$ cat src/rtl/mmio_pkg.sv
// Shared MMIO bus definitions: address window, FSM state encodings and
// base addresses of the peripherals living in the 0xFFFFxxxx page.
package mmio_pkg;

    // Upper half-word that marks an address as memory-mapped I/O
    localparam logic [15:0] MMIO_BASE_HI  = 16'hFFFF;

    // Bus master FSM encodings (kept as plain constants for older tools)
    localparam logic [1:0]  ST_IDLE       = 2'd0;
    localparam logic [1:0]  ST_ACCESS     = 2'd1;
    localparam logic [1:0]  ST_RESP       = 2'd2;

    // Peripheral base addresses
    localparam logic [31:0] LEDS_BASE     = 32'hFFFF_0080;
    localparam logic [31:0] SWITCHES_BASE = 32'hFFFF_0090;
    localparam logic [31:0] SEG7_BASE     = 32'hFFFF_00A0;
    localparam logic [31:0] UART_BASE     = 32'hFFFF_00C0;

    // True when an address falls inside the MMIO page
    function automatic logic is_mmio_addr(input logic [31:0] addr);
        return (addr[31:16] == MMIO_BASE_HI);
    endfunction

endpackage

$ cat src/rtl/mmio_onehot_sel.sv
// Decodes the per-device claim vector: exactly-one / more-than-one flags,
// the index of the claiming slot and that slot's read data.
module mmio_onehot_sel #(
    parameter int N_DEV = 4,
    parameter int IDX_W = 2
) (
    input  logic [N_DEV-1:0]    i_work,
    input  logic [32*N_DEV-1:0] i_rdata,
    output logic                o_valid,
    output logic                o_multi,
    output logic [IDX_W-1:0]    o_index,
    output logic [31:0]         o_rdata
);
    import mmio_pkg::*;

    localparam logic [N_DEV-1:0] ONE = {{(N_DEV-1){1'b0}}, 1'b1};

    // Claim classification, lowest-set-bit index and read-data mux
    always_comb begin
        o_multi = |(i_work & (i_work - ONE));
        o_valid = (|i_work) & ~o_multi;
        o_index = {IDX_W{1'b0}};
        o_rdata = 32'h0000_0000;
        for (int i = N_DEV - 1; i >= 0; i--) begin
            if (i_work[i]) begin
                o_index = IDX_W'(i);
            end else begin
                o_index = o_index;
            end
        end
        for (int i = 0; i < N_DEV; i++) begin
            if (o_valid && (o_index == IDX_W'(i))) begin
                o_rdata = i_rdata[32*i +: 32];
            end else begin
                o_rdata = o_rdata;
            end
        end
    end

endmodule

$ cat src/rtl/mmio_bus_master.sv
// Single-outstanding MMIO bus master: latches one CPU load/store, broadcasts
// it to the peripherals, waits for the claiming device's done pulse and acks
// the CPU. Unclaimed, multiply-claimed and timed-out accesses return err=1.
module mmio_bus_master #(
    parameter int N_DEV   = 4,
    parameter int TIMEOUT = 255,
    parameter int TO_W    = 8
) (
    input  logic                sys_clk,
    input  logic                rst_n,
    input  logic                cpu_req_read,
    input  logic                cpu_req_write,
    input  logic [31:0]         cpu_addr,
    input  logic [31:0]         cpu_wdata,
    output logic                cpu_stall,
    output logic                cpu_ack,
    output logic [31:0]         cpu_rdata,
    output logic                cpu_err,
    output logic                mmio_read,
    output logic                mmio_write,
    output logic [31:0]         mmio_addr,
    output logic [31:0]         mmio_write_data,
    input  logic [N_DEV-1:0]    dev_work,
    input  logic [N_DEV-1:0]    dev_done,
    input  logic [32*N_DEV-1:0] dev_rdata
);
    import mmio_pkg::*;

    localparam int             IDX_W  = (N_DEV > 1) ? $clog2(N_DEV) : 1;
    localparam logic [TO_W-1:0] TO_LIM = TO_W'(TIMEOUT);
    localparam logic [TO_W-1:0] TO_ONE = {{(TO_W-1){1'b0}}, 1'b1};

    logic [1:0]       r_state;
    logic             r_is_read;
    logic [31:0]      r_addr;
    logic [31:0]      r_wdata;
    logic [TO_W-1:0]  r_cnt;
    logic [31:0]      r_rdata;
    logic             r_err;

    logic             w_valid;
    logic             w_multi;
    logic [IDX_W-1:0] w_idx;
    logic [31:0]      w_sel_rdata;
    logic [1:0]       w_state_nx;
    logic             w_finish;
    logic             w_err_nx;
    logic [31:0]      w_rdata_nx;
    logic [TO_W-1:0]  w_cnt_inc;

    mmio_onehot_sel #(
        .N_DEV (N_DEV),
        .IDX_W (IDX_W)
    ) u_sel (
        .i_work  (dev_work),
        .i_rdata (dev_rdata),
        .o_valid (w_valid),
        .o_multi (w_multi),
        .o_index (w_idx),
        .o_rdata (w_sel_rdata)
    );

    // Next-state and completion decision; claim errors beat done, done beats timeout
    always_comb begin
        w_state_nx = r_state;
        w_finish   = 1'b0;
        w_err_nx   = 1'b0;
        w_rdata_nx = 32'h0000_0000;
        w_cnt_inc  = r_cnt + TO_ONE;
        case (r_state)
            ST_IDLE: begin
                if (cpu_req_read || cpu_req_write) begin
                    w_state_nx = ST_ACCESS;
                end else begin
                    w_state_nx = ST_IDLE;
                end
            end
            ST_ACCESS: begin
                if (w_multi || !(|dev_work)) begin
                    w_state_nx = ST_RESP;
                    w_finish   = 1'b1;
                    w_err_nx   = 1'b1;
                end else if (w_valid && dev_done[w_idx]) begin
                    w_state_nx = ST_RESP;
                    w_finish   = 1'b1;
                    w_rdata_nx = r_is_read ? w_sel_rdata : 32'h0000_0000;
                end else if (w_cnt_inc == TO_LIM) begin
                    w_state_nx = ST_RESP;
                    w_finish   = 1'b1;
                    w_err_nx   = 1'b1;
                end else begin
                    w_state_nx = ST_ACCESS;
                end
            end
            ST_RESP: begin
                w_state_nx = ST_IDLE;
            end
            default: begin
                w_state_nx = ST_IDLE;
            end
        endcase
    end

    // State register and access-cycle counter (cleared outside ACCESS)
    always_ff @(posedge sys_clk) begin
        if (!rst_n) begin
            r_state <= ST_IDLE;
            r_cnt   <= {TO_W{1'b0}};
        end else begin
            r_state <= w_state_nx;
            r_cnt   <= (r_state == ST_ACCESS) ? w_cnt_inc : {TO_W{1'b0}};
        end
    end

    // Request latches; only loaded on acceptance so the bus lines never toggle idle
    always_ff @(posedge sys_clk) begin
        if (!rst_n) begin
            r_is_read <= 1'b0;
            r_addr    <= 32'h0000_0000;
            r_wdata   <= 32'h0000_0000;
        end else if ((r_state == ST_IDLE) && (w_state_nx == ST_ACCESS)) begin
            r_is_read <= cpu_req_read;
            r_addr    <= cpu_addr;
            r_wdata   <= cpu_wdata;
        end
    end

    // Response data/error: captured on completion, visible only during the ack cycle
    always_ff @(posedge sys_clk) begin
        if (!rst_n) begin
            r_rdata <= 32'h0000_0000;
            r_err   <= 1'b0;
        end else if (w_finish) begin
            r_rdata <= w_rdata_nx;
            r_err   <= w_err_nx;
        end else if (r_state == ST_RESP) begin
            r_rdata <= 32'h0000_0000;
            r_err   <= 1'b0;
        end
    end

    assign cpu_ack         = (r_state == ST_RESP);
    assign cpu_stall       = (cpu_req_read | cpu_req_write) & ~cpu_ack;
    assign cpu_rdata       = r_rdata;
    assign cpu_err         = r_err;
    assign mmio_read       = (r_state == ST_ACCESS) &  r_is_read;
    assign mmio_write      = (r_state == ST_ACCESS) & ~r_is_read;
    assign mmio_addr       = r_addr;
    assign mmio_write_data = r_wdata;

endmodule
$ cat config.mk
export PLATFORM = sky130hd
export DESIGN_NAME = mmio_bus_master
export DESIGN_NICKNAME = d
export VERILOG_FILES = /design/src/rtl/mmio_pkg.sv /design/src/rtl/mmio_onehot_sel.sv /design/src/rtl/mmio_bus_master.sv
export SDC_FILE = /design/constraint.sdc
export NUM_CORES = 1
export LEC_CHECK = 0
export BUFFER_PORTS_ARGS = -buffer_cell sky130_fd_sc_hd__buf_2
export CAP_MARGIN = 20
export CORE_AREA = 3 3 118 120
export CTS_CLUSTER_DIAMETER = 60
export DETAILED_ROUTE_END_ITERATION = 16
export DIE_AREA = 0 0 121 123
export GPL_TIMING_DRIVEN = 0
export PLACE_DENSITY = 0.71
export SETUP_SLACK_MARGIN = 0.3
export SYNTH_ARGS = -nofsm -noshare
export SYNTH_HDL_FRONTEND = slang
export SYNTH_SLANG_ARGS = --single-unit
export TNS_END_PERCENT = 20
$ cat constraint.sdc
create_clock -name sys_clk -period 2.4 [get_ports sys_clk]
set_input_delay 0 -clock sys_clk [delete_from_list [all_inputs] [get_ports sys_clk]]
set_output_delay 0 -clock sys_clk [all_outputs]
set_load 0.01 [all_outputs]
[Yosys cells after proc, flatten, opt, wreduce, memory -nomap -nowiden]
Cells that the tools add are included.
Storage, ports and cells
  flip-flop bits (word level): 108
  input bits: 204
  output and inout port bits: 101
  word-level logic and storage cells: 71
Cells by class
  add/sub/neg operators: 2
  order comparisons: 1
  eq/ne operators: 7
  multiplexer cells: 30
  bitwise gates (word level): 9
  reduce and logical (&&, ||, !) cells: 15
Operator list (count)
  2-to-1 mux 32 bit: 10
  2-to-1 mux 2 bit: 7
  2-to-1 mux 1 bit: 11
  adder 8 x 1 -> 8 bit (second input constant): 1
  equality test 8 bit (second input constant): 1
  OR reduction 4 bit: 2
  equality test 2 x 1 -> 1 bit (second input constant): 3
  equality test 2 bit (second input constant): 3
  logical AND 1 bit: 6
  bitwise AND 1 bit: 4
  bitwise AND 4 bit: 1
  zero test 2 bit: 2
  case mux 2 bit (2 select lines): 1
  subtractor 4 x 1 -> 4 bit (second input constant): 1
  less-than comparator 2 x 3 -> 1 bit (second input constant): 1
  inverter 1 bit: 3
  binary-select mux 1 bit (select 2 bit): 1
  logical OR 1 bit: 2
  AND reduction 2 bit: 1
  nonzero test 2 bit: 1
  zero test 1 bit: 1
  OR 1 bit: 1

[Longest topological paths before layout]
  word-level depth: 15
  gate-level depth with buffers: 8
  depth with buffers taken out: 6

[Hierarchy]
A second synthesis with hierarchy kept.
Second synthesis, totals
  cell total of the unflattened synthesis: 667
  area total of the unflattened synthesis: 5631.7 um2
By module, submodules not included
  mmio_bus_master: instances 1, cells each 460, area an instance 4196.5 um2, sequential area each 2162.1 um2
  mmio_onehot_sel: instances 1, cells each 207, area an instance 1435.1 um2, sequential area each 0.0 um2

[Least setup slack after synthesis]
No wires, ideal clock.
  kind: flip-flop to flip-flop
  start point: reg r_cnt[0]
  end point: reg r_rdata[15] (netlist: cpu_rdata[15])
  library setup time: 0.117 ns
  data arrival time: 1.539 ns
  data required time: 2.283 ns
  path slack: 0.745 ns
  stages on the path, launching flop included: 7
  path buffers: 1
  period minus slack after synthesis: 1.655 ns
  path through: dfxtp_1 -> ha_1 -> xnor2_1 -> o41a_1 -> o21a_4 -> buf_6 -> a22o_1
On the way
  word-level cells in the longest chain between the ends: 7
  elaborated cells between the ends (all ways): 8
  those cells by class: 1 x add/sub; 1 x eq/ne; 5 x mux; 1 x reduce/logical
Ends and longest elaborated chain
  from (decl): line mmio_bus_master.sv:37  | logic [TO_W-1:0] r_cnt;
  from (signal assigned): line mmio_bus_master.sv:108  | r_cnt <= {TO_W{1'b0}};
  from (signal assigned): line mmio_bus_master.sv:111  | r_cnt <= (r_state == ST_ACCESS) ? w_cnt_inc : {TO_W{1'b0}};
  adder 8 x 1 -> 8 bit (*): line mmio_bus_master.sv:69  | w_cnt_inc = r_cnt + TO_ONE;
  equality test 8 bit (*): line mmio_bus_master.sv:87  | end else if (w_cnt_inc == TO_LIM) begin
  2-to-1 mux 1 bit (*): line mmio_bus_master.sv:87
  2-to-1 mux 1 bit (*): line mmio_bus_master.sv:83  | end else if (w_valid && dev_done[w_idx]) begin
  2-to-1 mux 1 bit (*): line mmio_bus_master.sv:79  | if (w_multi || !(|dev_work)) begin
  2-to-1 mux 1 bit (*): line mmio_bus_master.sv:70  | case (r_state)
  2-to-1 mux 32 bit or nonzero test 2 bit (tied branches)
  to (signal assigned): line mmio_bus_master.sv:134  | r_rdata <= w_rdata_nx;
  to (decl): line mmio_bus_master.sv:38  | logic [31:0] r_rdata;
Mark *: on every way between the ends. The rest lies on a longest branch, timed or not.
A chain may end at the register's enable or synchronous reset.

[Worst setup path in the final report]
  start point: reg r_state[0]
  end point: reg r_addr[0] (netlist: mmio_addr[0])
On the way
  word-level cells in the longest chain between the ends: 4
  elaborated cells between the ends (all ways): 5
  those cells by class: 2 x eq/ne; 1 x mux; 2 x reduce/logical
Ends and longest elaborated chain
  from (decl): line mmio_bus_master.sv:33  | logic [1:0] r_state;
  from (signal assigned): line mmio_bus_master.sv:110  | r_state <= w_state_nx;
  equality test 2 x 1 -> 1 bit or zero test 2 bit (tied branches): line mmio_bus_master.sv:70, mmio_bus_master.sv:121
  case mux 2 bit (2 select lines): line mmio_bus_master.sv:70
  equality test 2 x 1 -> 1 bit: line mmio_bus_master.sv:121  | end else if ((r_state == ST_IDLE) && (w_state_nx == ST_ACCESS)) begin
  logical AND 1 bit (*): line mmio_bus_master.sv:121
  to (signal assigned): line mmio_bus_master.sv:123  | r_addr <= cpu_addr;
  to (decl): line mmio_bus_master.sv:35  | logic [31:0] r_addr;
Marks and branches as above.

==> flow_metrics.env <==
export IMPL_synth_area_top_cells="dfxtp_1 44%, nand2_1 11%, a21boi_0 10%"
export IMPL_cts_htree_levels=3
export IMPL_required_ps=2670
export IMPL_postSynth_topFlopCell="dfxtp_1"
export IMPL_cts_repair_resizes=0
export IMPL_clk_latency_ps=350
export IMPL_p_sw_w=0.00120
export IMPL_drc=0
export IMPL_ant_nets=0
export IMPL_maxSlewViolCount=0
export IMPL_gp_congestion=0.827
export IMPL_grt_pass1_wl_um=27400
export IMPL_setup_violations_final=0
export IMPL_fin_tns_setup_ps=0
export IMPL_placement_rows=42
export IMPL_yosysUniqueCellTypes=46
export IMPL_mappedNetlistNets=768
export IMPL_finClkSkew_ps=7.85
export IMPL_arrival_ps=2080
export IMPL_yosysMostFrequentCell="nand2_1"
export IMPL_timing_critical_path_from_type="register"
export IMPL_floorplan_io_pins=305
export IMPL_synth_cells_most_frequent="139 x nand2_1, 108 x dfxtp_1, 65 x a21boi_0"
export IMPL_synth_top_cell_by_area="dfxtp_1"
export IMPL_violations_in_the_final_reports="negative hold slack"
export IMPL_synthArstFlopShare_pct=0
export IMPL_syn_cell_area_mm2=0.00489
export IMPL_vias_per_cell=5.04
export IMPL_groute_usage_overall_pct=23.2
export IMPL_globalRoute_totalOverflow=0
export IMPL_maxClockFrequency_mhz=552
export IMPL_syn_mean_instance_area_um2=8.70
export IMPL_instances_no_fill=1142
export IMPL_syn2layout_area_growth_pct=58.7
export IMPL_hold_class="input pin to register"
export IMPL_comb_power_share_pct=21.4
export IMPL_buffer_ports_inserted=302
export IMPL_numCtsBuffers=9
export IMPL_clock_power_share_pct=33.1
export IMPL_synth_warnings=0
export IMPL_die_w_um=121
export IMPL_cts_root_buf="clkbuf_16"
export IMPL_fp_dieH_um=123
export IMPL_initial_util_pct=37.4
export IMPL_timing_slew_headroom_pct=54.3
export IMPL_core_mm2=0.0131
export IMPL_vias_in_the_first_global_route=5475
export IMPL_final_hold_worst_slack_ps=-1.97
export IMPL_filler_cell_count=1174
export IMPL_timing_max_cap_violations=0
export IMPL_firstDrtPassIters=5
export IMPL_setup_worst_path_end_class="register"
export IMPL_share_of_the_clock_period_used_by_the_worst_path_after_layout_pct=75.4
export IMPL_nNetsFinal=1167
export IMPL_detail_route_wirelength_um=18300
export IMPL_dp_cells=1040
export IMPL_period_minus_slack_ps=1810
export IMPL_outcome="complete, but fails checks"
export IMPL_peakVddDrop_v=0.000324
export IMPL_synthDominantCellAreaShare_pct=44.2
export IMPL_category_of_the_critical_setup_timing_path="register to register"
export IMPL_clock_sink_count=108
export IMPL_synth_seq_area_share_pct=44.2
export IMPL_ratio_of_total_power_to_cell_area_mw_per_mm2=550
export IMPL_unrepaired_setup_endpoints_after_global_routing="false"
export IMPL_postSynthRegisterBits=108
export IMPL_cells_after_synth=562
export IMPL_synth_edff_count=0
export IMPL_tritoncts="done"
export IMPL_antenna_found_initial=0
export IMPL_antenna_cells=0
export IMPL_cp_max_fo=10
export IMPL_report_final_hold_viol_count=1
export IMPL_leakage_nw=3.66
export IMPL_p_int_w=0.00307
export IMPL_switching_share_pct=28.1
export IMPL_vias=5753
export IMPL_layout_cells_sized_above_1_pct=36.5
export IMPL_clkTransAtPathRegs_ps=70
export IMPL_power_share_sequential_pct=45.5
export IMPL_die_area_mm2=0.0149
export IMPL_worst_slew_pin_transition_ps=681
export IMPL_grt_start_max_net_pins=18
export IMPL_clockBufferDepth=2
export IMPL_hpwl_um=13400
export IMPL_drt_initial_drc_count=337
export IMPL_drt_wirelength_per_cell_um=16.0
-- per-layer routing --
metal  share of wire (%)  wire length, µm  GRT usage, %
met5                   0                0             0
met4                 3.6              659          11.5
met3                 7.6             1390          4.35
met2                  48             8750          38.7
met1                  41             7470          28.8
-- registers in the layout, indices dropped and copies added, names as in the netlist --
signal	count
cpu_err	1
cpu_rdata	32
mmio_addr	32
mmio_write_data	32
r_cnt	8
r_is_read	1
r_state	2
-- cell usage in the layout, fill, tap and decap left out, drive strengths merged, types with 3 or more instances in the layout --
master,n
buf,329
nand2,139
dfxtp,108
dlygate4sd3,86
a21boi,65
a22oi,49
nor2,33
a22o,32
clkbuf,32
o21ai,21
a221o,16
nor2b,6
xor2,5
nand3,4
inv,4
and2b,3
-- per-stage QoR --
stage | hold slack (ps) | total power (W) | cell area, µm² | worst slack (ps) | utilization, %
global placement | 254 | 0.00276 | 6620 | 547 | 50.6
detailed placement | 260 | 0.00277 | 6620 | 540 | 50.6
global route | 3.33 | 0.00446 | 7760 | 331 | 59.3
finish | -1.97 | 0.00427 | 7760 | 590 | 59.3
CTS | 2.01 | 0.00427 | 7760 | 526 | 59.3
floorplan | 145 | 0.00238 | 4890 | 745 | -
-- final cells by class --
| cell class | instances | area [µm²] | area share (%) |
|---|---|---|---|
| Buffer | 48 | 254 | 3.27 |
| Clock buffer | 11 | 243 | 3.13 |
| Clock inverter | 5 | 35.0 | 0.451 |
| Inverter | 2 | 7.51 | 0.0967 |
| Multi-Input combinational cell | 404 | 2470 | 31.8 |
| Sequential cell | 108 | 2160 | 27.9 |
| Tap cell | 176 | 220 | 2.84 |
| Timing Repair Buffer | 388 | 2370 | 30.6 |
-- logic make-up (layout without fill, tap and decap cells) --
kind of cell	Yosys count	in the layout	synth area share, %
compound gates	196	196	31.4
fa+ha+maj	2	2	0.512
flops	108	108	44.2
simple gates	199	199	17.2
buf+inv	50	454	5.35
mux	1	1	0.205
xor+xnor	6	6	1.07
-- power by group through the flow --
stage | clock network, W | logic [W] | registers [W]
floorplan | 0 | 0.000357 | 0.00202
global placement | 0 | 0.000785 | 0.00198
detailed placement | 0 | 0.000789 | 0.00198
CTS | 0.00143 | 0.000904 | 0.00194
global route | 0.00150 | 0.00101 | 0.00195
finish | 0.00141 | 0.000914 | 0.00194
-- repair_timing --
item,in CTS,in global routing
setup buffers,0,0
hold endpoints to repair,76,0
hold buffers,86,0
setup endpoints to repair,0,0
-- final timing paths --
check | from | end | slack (ps) | cells past startpoint
min reg2reg | mmio_write_data[2]$_SDFFE_PN0P_ | mmio_write_data[2]$_SDFFE_PN0P_ | 460 | 2
max | r_state[0]$_SDFF_PN0_ | mmio_addr[0]$_SDFFE_PN0P_ | 590 | 6
max reg2reg | r_state[0]$_SDFF_PN0_ | mmio_addr[0]$_SDFFE_PN0P_ | 590 | 6
min | dev_rdata[66] | cpu_rdata[2]$_SDFFE_PN0P_ | -2 | 3
-- worst max-delay path, cell delays in order, from the launching register on --
cell and delay [ps]:
dfxtp_1 390, nor2_1 80, o21ai_0 140, clkbuf_1 390
buf_1 420, nand2_1 120, a21boi_0 190
(Power assumes the default switching activity.)
